## src/rtl/aes_core_sched.sv

```systemverilog
// -----------------------------------------------------------------------------
// aes_core_sched
// Shares one AES core between two requesters, each of which keeps its own
// 256-bit key. Commands (KEY / ENC / DEC) are arbitrated round-robin. The core
// key schedule is re-expanded only when the requester that owns the core
// changes, or when the owner has replaced its key since the last expansion.
// Only one command is in flight at a time.
//
// Ports
//   clk, resetL        : clock (rising edge), asynchronous active-low reset
//   req_valid/ready    : per-requester handshake, bit i = requester i
//   req_op             : 2-bit op per requester (00 KEY, 01 ENC, 10 DEC, 11 rsvd)
//   req_key/req_data   : per-requester key and data block
//   resp_valid         : one-cycle completion pulse, bit i = requester i
//   resp_err/resp_data : result qualifiers, valid with resp_valid
//   core_key_load/core_key/core_key_ready : key expansion handshake with core
//   core_start/core_decrypt/core_din      : block operation launch
//   core_done/core_dout                   : block operation completion
// -----------------------------------------------------------------------------
module aes_core_sched #(
  parameter int KEY_W  = 256,
  parameter int DATA_W = 128
) (
  input  logic                  clk,
  input  logic                  resetL,
  input  logic [1:0]            req_valid,
  output logic [1:0]            req_ready,
  input  logic [3:0]            req_op,
  input  logic [2*KEY_W-1:0]    req_key,
  input  logic [2*DATA_W-1:0]   req_data,
  output logic [1:0]            resp_valid,
  output logic                  resp_err,
  output logic [DATA_W-1:0]     resp_data,
  output logic                  core_key_load,
  output logic [KEY_W-1:0]      core_key,
  input  logic                  core_key_ready,
  output logic                  core_start,
  output logic                  core_decrypt,
  output logic [DATA_W-1:0]     core_din,
  input  logic                  core_done,
  input  logic [DATA_W-1:0]     core_dout
);

  typedef enum logic [2:0] {
    S_IDLE,
    S_KLOAD,
    S_KWAIT,
    S_START,
    S_WAIT,
    S_RESP
  } state_t;

  localparam logic [1:0] OP_KEY = 2'b00;
  localparam logic [1:0] OP_DEC = 2'b10;
  localparam logic [1:0] OP_RSV = 2'b11;

  state_t              state_q, state_d;
  logic                id_q, id_d;
  logic [1:0]          op_q, op_d;
  logic [DATA_W-1:0]   data_q, data_d;
  logic [DATA_W-1:0]   res_q, res_d;
  logic                err_q, err_d;
  logic [KEY_W-1:0]    key_q [2];
  logic [KEY_W-1:0]    key_d [2];
  logic [1:0]          key_vld_q, key_vld_d;
  logic                owner_q, owner_d;
  logic                owner_vld_q, owner_vld_d;
  logic                rr_ptr_q, rr_ptr_d;

  // Arbitration: a lone requester wins outright; on a tie rr_ptr decides.
  logic                win;
  logic [1:0]          win_op;
  logic [KEY_W-1:0]    win_key;
  logic [DATA_W-1:0]   win_data;

  assign win      = (&req_valid) ? rr_ptr_q : req_valid[1];
  assign win_op   = win ? req_op[3:2] : req_op[1:0];
  assign win_key  = win ? req_key[2*KEY_W-1:KEY_W] : req_key[KEY_W-1:0];
  assign win_data = win ? req_data[2*DATA_W-1:DATA_W] : req_data[DATA_W-1:0];

  always_comb begin
    state_d       = state_q;
    id_d          = id_q;
    op_d          = op_q;
    data_d        = data_q;
    res_d         = res_q;
    err_d         = err_q;
    key_d[0]      = key_q[0];
    key_d[1]      = key_q[1];
    key_vld_d     = key_vld_q;
    owner_d       = owner_q;
    owner_vld_d   = owner_vld_q;
    rr_ptr_d      = rr_ptr_q;

    req_ready     = 2'b00;
    resp_valid    = 2'b00;
    resp_err      = 1'b0;
    resp_data     = '0;
    core_key_load = 1'b0;
    core_key      = '0;
    core_start    = 1'b0;
    core_decrypt  = 1'b0;
    core_din      = '0;

    unique case (state_q)
      S_IDLE: begin
        // resetL gating keeps ready low while reset is held, even though the
        // state register already reads IDLE.
        if (resetL && (|req_valid)) begin
          req_ready = win ? 2'b10 : 2'b01;
          id_d      = win;
          op_d      = win_op;
          data_d    = win_data;
          res_d     = '0;
          err_d     = 1'b0;
          if (win_op == OP_KEY) begin
            key_d[win]     = win_key;
            key_vld_d[win] = 1'b1;
            // The core still holds the old expansion for this requester.
            if (owner_vld_q && (owner_q == win)) begin
              owner_vld_d = 1'b0;
            end
            state_d = S_RESP;
          end else if ((win_op == OP_RSV) || !key_vld_q[win]) begin
            err_d   = 1'b1;
            state_d = S_RESP;
          end else if (owner_vld_q && (owner_q == win)) begin
            state_d = S_START;
          end else begin
            state_d = S_KLOAD;
          end
        end
      end

      S_KLOAD: begin
        core_key_load = 1'b1;
        core_key      = key_q[id_q];
        state_d       = S_KWAIT;
      end

      S_KWAIT: begin
        core_key = key_q[id_q];
        if (core_key_ready) begin
          owner_d     = id_q;
          owner_vld_d = 1'b1;
          state_d     = S_START;
        end
      end

      S_START: begin
        core_start   = 1'b1;
        core_decrypt = (op_q == OP_DEC);
        core_din     = data_q;
        state_d      = S_WAIT;
      end

      S_WAIT: begin
        if (core_done) begin
          res_d   = core_dout;
          state_d = S_RESP;
        end
      end

      S_RESP: begin
        resp_valid = id_q ? 2'b10 : 2'b01;
        resp_err   = err_q;
        resp_data  = res_q;
        rr_ptr_d   = ~id_q;
        state_d    = S_IDLE;
      end

      default: begin
        state_d = S_IDLE;
      end
    endcase
  end

  always_ff @(posedge clk or negedge resetL) begin
    if (!resetL) begin
      state_q     <= S_IDLE;
      id_q        <= 1'b0;
      op_q        <= 2'b00;
      data_q      <= '0;
      res_q       <= '0;
      err_q       <= 1'b0;
      key_q[0]    <= '0;
      key_q[1]    <= '0;
      key_vld_q   <= 2'b00;
      owner_q     <= 1'b0;
      owner_vld_q <= 1'b0;
      rr_ptr_q    <= 1'b0;
    end else begin
      state_q     <= state_d;
      id_q        <= id_d;
      op_q        <= op_d;
      data_q      <= data_d;
      res_q       <= res_d;
      err_q       <= err_d;
      key_q[0]    <= key_d[0];
      key_q[1]    <= key_d[1];
      key_vld_q   <= key_vld_d;
      owner_q     <= owner_d;
      owner_vld_q <= owner_vld_d;
      rr_ptr_q    <= rr_ptr_d;
    end
  end

endmodule

```

## config.mk

```make
export PLATFORM = sky130hd
export DESIGN_NAME = aes_core_sched
export DESIGN_NICKNAME = d
export VERILOG_FILES = /design/src/rtl/aes_core_sched.sv
export SDC_FILE = /design/constraint.sdc
export NUM_CORES = 2
export LEC_CHECK = 0
export ABC_CLOCK_PERIOD_IN_PS = 1960
export BUFFER_PORTS_ARGS = -buffer_cell sky130_fd_sc_hd__clkbuf_2
export CORE_AREA = 2 2 563 565
export DETAILED_ROUTE_END_ITERATION = 6
export DIE_AREA = 0 0 565 567
export GPL_TIMING_DRIVEN = 0
export PLACE_DENSITY = 0.38
export SYNTH_ARGS = -nofsm -noshare
export SYNTH_HDL_FRONTEND = slang
export SYNTH_SLANG_ARGS = --single-unit
```

## constraint.sdc

```tcl
create_clock -name clk -period 1.96 [get_ports clk]
set_input_delay 0.294 -clock clk [delete_from_list [all_inputs] [get_ports clk]]
set_output_delay 0.294 -clock clk [all_outputs]
set_load 0.05 [all_outputs]
```

==> results.json <==
{
  "status": "complete, but fails checks",
  "failed_checks": "negative setup slack",
  "layout_common_cells": "1073 x clkbuf_2, 908 x dlygate4sd3_1, 778 x dfrtp_1",
  "placementRows": 206,
  "clk_pin_slew_ns": 0.06,
  "p_int_mw": 59.00,
  "slew_viol_final": 0,
  "rrSetupSlack_ns": -0.71,
  "yosys.area.top_type": "dfrtp_1",
  "synth_area_leaders": "dfrtp_1 54%, mux2_4 9.5%, mux2_2 8.8%",
  "synth-adder-area-share_pct": 0.05535,
  "finalSetupViolCount": 1431,
  "synth_cells": 3002,
  "peakVddDrop_uv": 880.9,
  "slowest_delay_ns": 0.43,
  "wire_per_inst_um": 26.15,
  "powerDensity_nw_per_um2": 1464,
  "holdWs_ns": 0.07888,
  "slowest_stage": "dfrtp_2",
  "worst-endpoint-arrival_ns": 2.57,
  "tightest_slew_ns": 1.074,
  "wl_um": 258300,
  "clkLatencyLatePin_ns": 0.83,
  "die_area_um2": 320400,
  "place.gp.congestion": 0.9007,
  "rsz0062_at_grt": "true",
  "antenna_found_initial": 150,
  "drv_cap": 0,
  "avgSynthCellArea_um2": 12.05,
  "pin_count": 1426,
  "syn_nets": 3908,
  "dp_hpwl_um": 205500,
  "critPathLaunchType": "register",
  "clk_path_buf_depth": 4,
  "leakage_nw": 32.87,
  "p_sw_share_pct": 43.18,
  "worstPathCellList": "buf_8 > a21oi_4 > o21ai_4 > buf_12 > clkbuf_16 > clkbuf_16 > nor2_4 > buf_8",
  "min_period_over_period_pct": 145.9,
  "p_seq_share_pct": 28.4,
  "synth_seq_cells": 780,
  "timing.rr.start": "state_q[1]",
  "r2r_cells": 7,
  "vias_per_cell": 3.559,
  "async_flop_share_pct": 100.0,
  "critPathCaptureType": "output port",
  "cp.required_ns": 1.67,
  "portBuffers": 1425,
  "cts_sinks": 780,
  "drt-initial-drc-count": 1795,
  "area_growth_pct": 96.12,
  "cts_tree": "built",
  "syn_area_um2": 36170,
  "max_slew_margin_pct": 28.14,
  "yosysSeqAreaShare_pct": 53.97,
  "synth-xor-area-share_pct": 0.04843,
  "hold_viol": 0,
  "fin_nets": 6474,
  "fin_cells": 9878,
  "synth_top_area_share_pct": 53.97,
  "ant_nets": 0,
  "setup_ws_ns": -0.9003,
  "criticalPathCategory": "reg -> out",
  "cts_max_level": 3,
  "route.detailed.drc": 0,
  "p_switching_mw": 44.83,
  "track_usage_pct": 15.37,
  "pwr-share-clk_pct": 19.5,
  "comb_power_share_pct": 52.2,
  "synth-main-ff-cell": "dfrtp_1",
  "initial_core_util_pct": 11.52,
  "num_vias": 35160,
  "reg2reg_to": "res_q[107]",
  "cts_root_buffer": "clkbuf_16",
  "synth_mux_area_share_pct": 25.44,
  "grt_start_max_net_pins": 101,
  "core_area_um2": 313900,
  "fmax_ghz": 0.3496,
  "cts-buffers-inserted": 107,
  "grt_pass1_wl_um": 337500,
  "die_w_um": 565,
  "min_period_ns": 2.860,
  "yosys_warnings": 0,
  "hold_class": "in -> async",
  "synth_cell_types": 42,
  "first_pass_iters": 7,
  "synth_edf_count": 0,
  "synth_top_family_by_area": "multiplexers",
  "grt_pass1_vias": 37870,
  "post-place-cells": 8600,
  "drive_gt1_share_pct": 52.21,
  "layout.cells.most_common": "clkbuf_2",
  "synth_compound_area_share_pct": 5.646,
  "die_h_um": 567,
  "worst-path-max-fanout": 8,
  "fin_skew_ns": 0.08096,
  "synth-simple-area-share_pct": 11.76,
  "grt-ovfl-total": 0
}
sequential cells by signal, indices dropped and copies added (netlist names), 2 cells and up:
| name | flops |
|---|---|
| key_q | 512 |
| data_q | 128 |
| res_q | 128 |
| state_q | 3 |
| key_vld_q | 2 |
| op_q | 2 |
area by class of cell:
type	instances	area, µm²
diodes	72	180.2
plain buffers	231	3103
clock buffers	152	3088
clock inverters	35	439.2
fillers	33920	243000
inverters	2	7.507
multi-input cells	1988	17850
flip-flops and latches	780	19520
well taps	4160	5205
repair buffers	2458	21530
worst max path at each step:
stage / start / endpoint / depth (start not counted)
floorplan: state_q[1] / core_key[120] / 6
global placement: resetL / key_q[101] / 7
detailed placement: resetL / data_q[9] / 11
CTS: state_q[1] / core_key[131] / 8
global route: state_q[1] / core_key[131] / 8
finish: state_q[1] / core_key[186] / 8
cell usage after synthesis (all sizes together) (2+ instances only):
master and instances:
a21oi 3, buf 73, a22o 128, nand2 271, maj3 2, nor2 394, clkbuf 159, nand4 2
inv 2, a31oi 132, xor2 2, mux2i 256, nand2b 2, o21ai 4, dfrtp 780, and2 260
nand3b 2, mux2 513
cells by family (layout without fill, tap and decap cells):
group,Yosys count,after routing
DFF,780,780
and+or+nand+nor,941,941
AOI/OAI and AO/OA,274,274
muxes,769,769
other,0,72
adders and majority gates,2,2
xor gates and xnor gates,2,2
buffers and inverters,234,2878
what timing repair did:
| item | CTS | global route |
|---|---|---|
| setup endpoints to repair | 1388 | 1482 |
| endpoints found under the hold margin | 1087 | 0 |
| pin swaps | 19 | 41 |
| hold buffers | 915 | 0 |
| cloned | 32 | 15 |
| resized for setup | 971 | 944 |
| setup buffers | 38 | 20 |
power by group through the flow:
stage / clock network, mW / logic (mW) / registers, mW
global placement: 0 / 41.3 / 29.2
global route: 21.5 / 57.0 / 30.3
CTS: 20.9 / 49.8 / 29.3
floorplan: 0 / 28.9 / 26.3
detailed placement: 0 / 41.8 / 29.2
finish: 20.2 / 54.2 / 29.4
metrics by stage:
stage               total power, mW  cell area, µm²  utilization (%)  setup WS, ns  TNS [ns]
CTS                           100.0           68080            21.69        -1.056   -980.54
global route                  108.9           70850            22.57        -1.025  -1056.85
floorplan                     55.16           37370                -       -0.3604    -50.61
detailed placement            70.95           50060            15.94        -4.114  -3462.66
global placement              70.52           49710            15.83        -22.89         -
finish                        103.8           70930            22.59       -0.9003   -895.42
per-layer routing:
layer	wire length [µm]	vias to the layer above	GRT usage [%]
li1	-	15630	-
met1	108700	17610	19.06
met2	122200	1478	25.85
met3	19500	379	4.347
met4	7506	62	4.088
met5	400	-	0
worst max-delay path: cells and delay by family (launching register included):
kind                   cells  cell delay, ns
buffers and inverters      5            0.87
DFF                        1            0.43
AOI/OAI and AO/OA          2            0.27
and+or+nand+nor            1            0.18
Note: power is estimated with default switching activity, not from simulation.
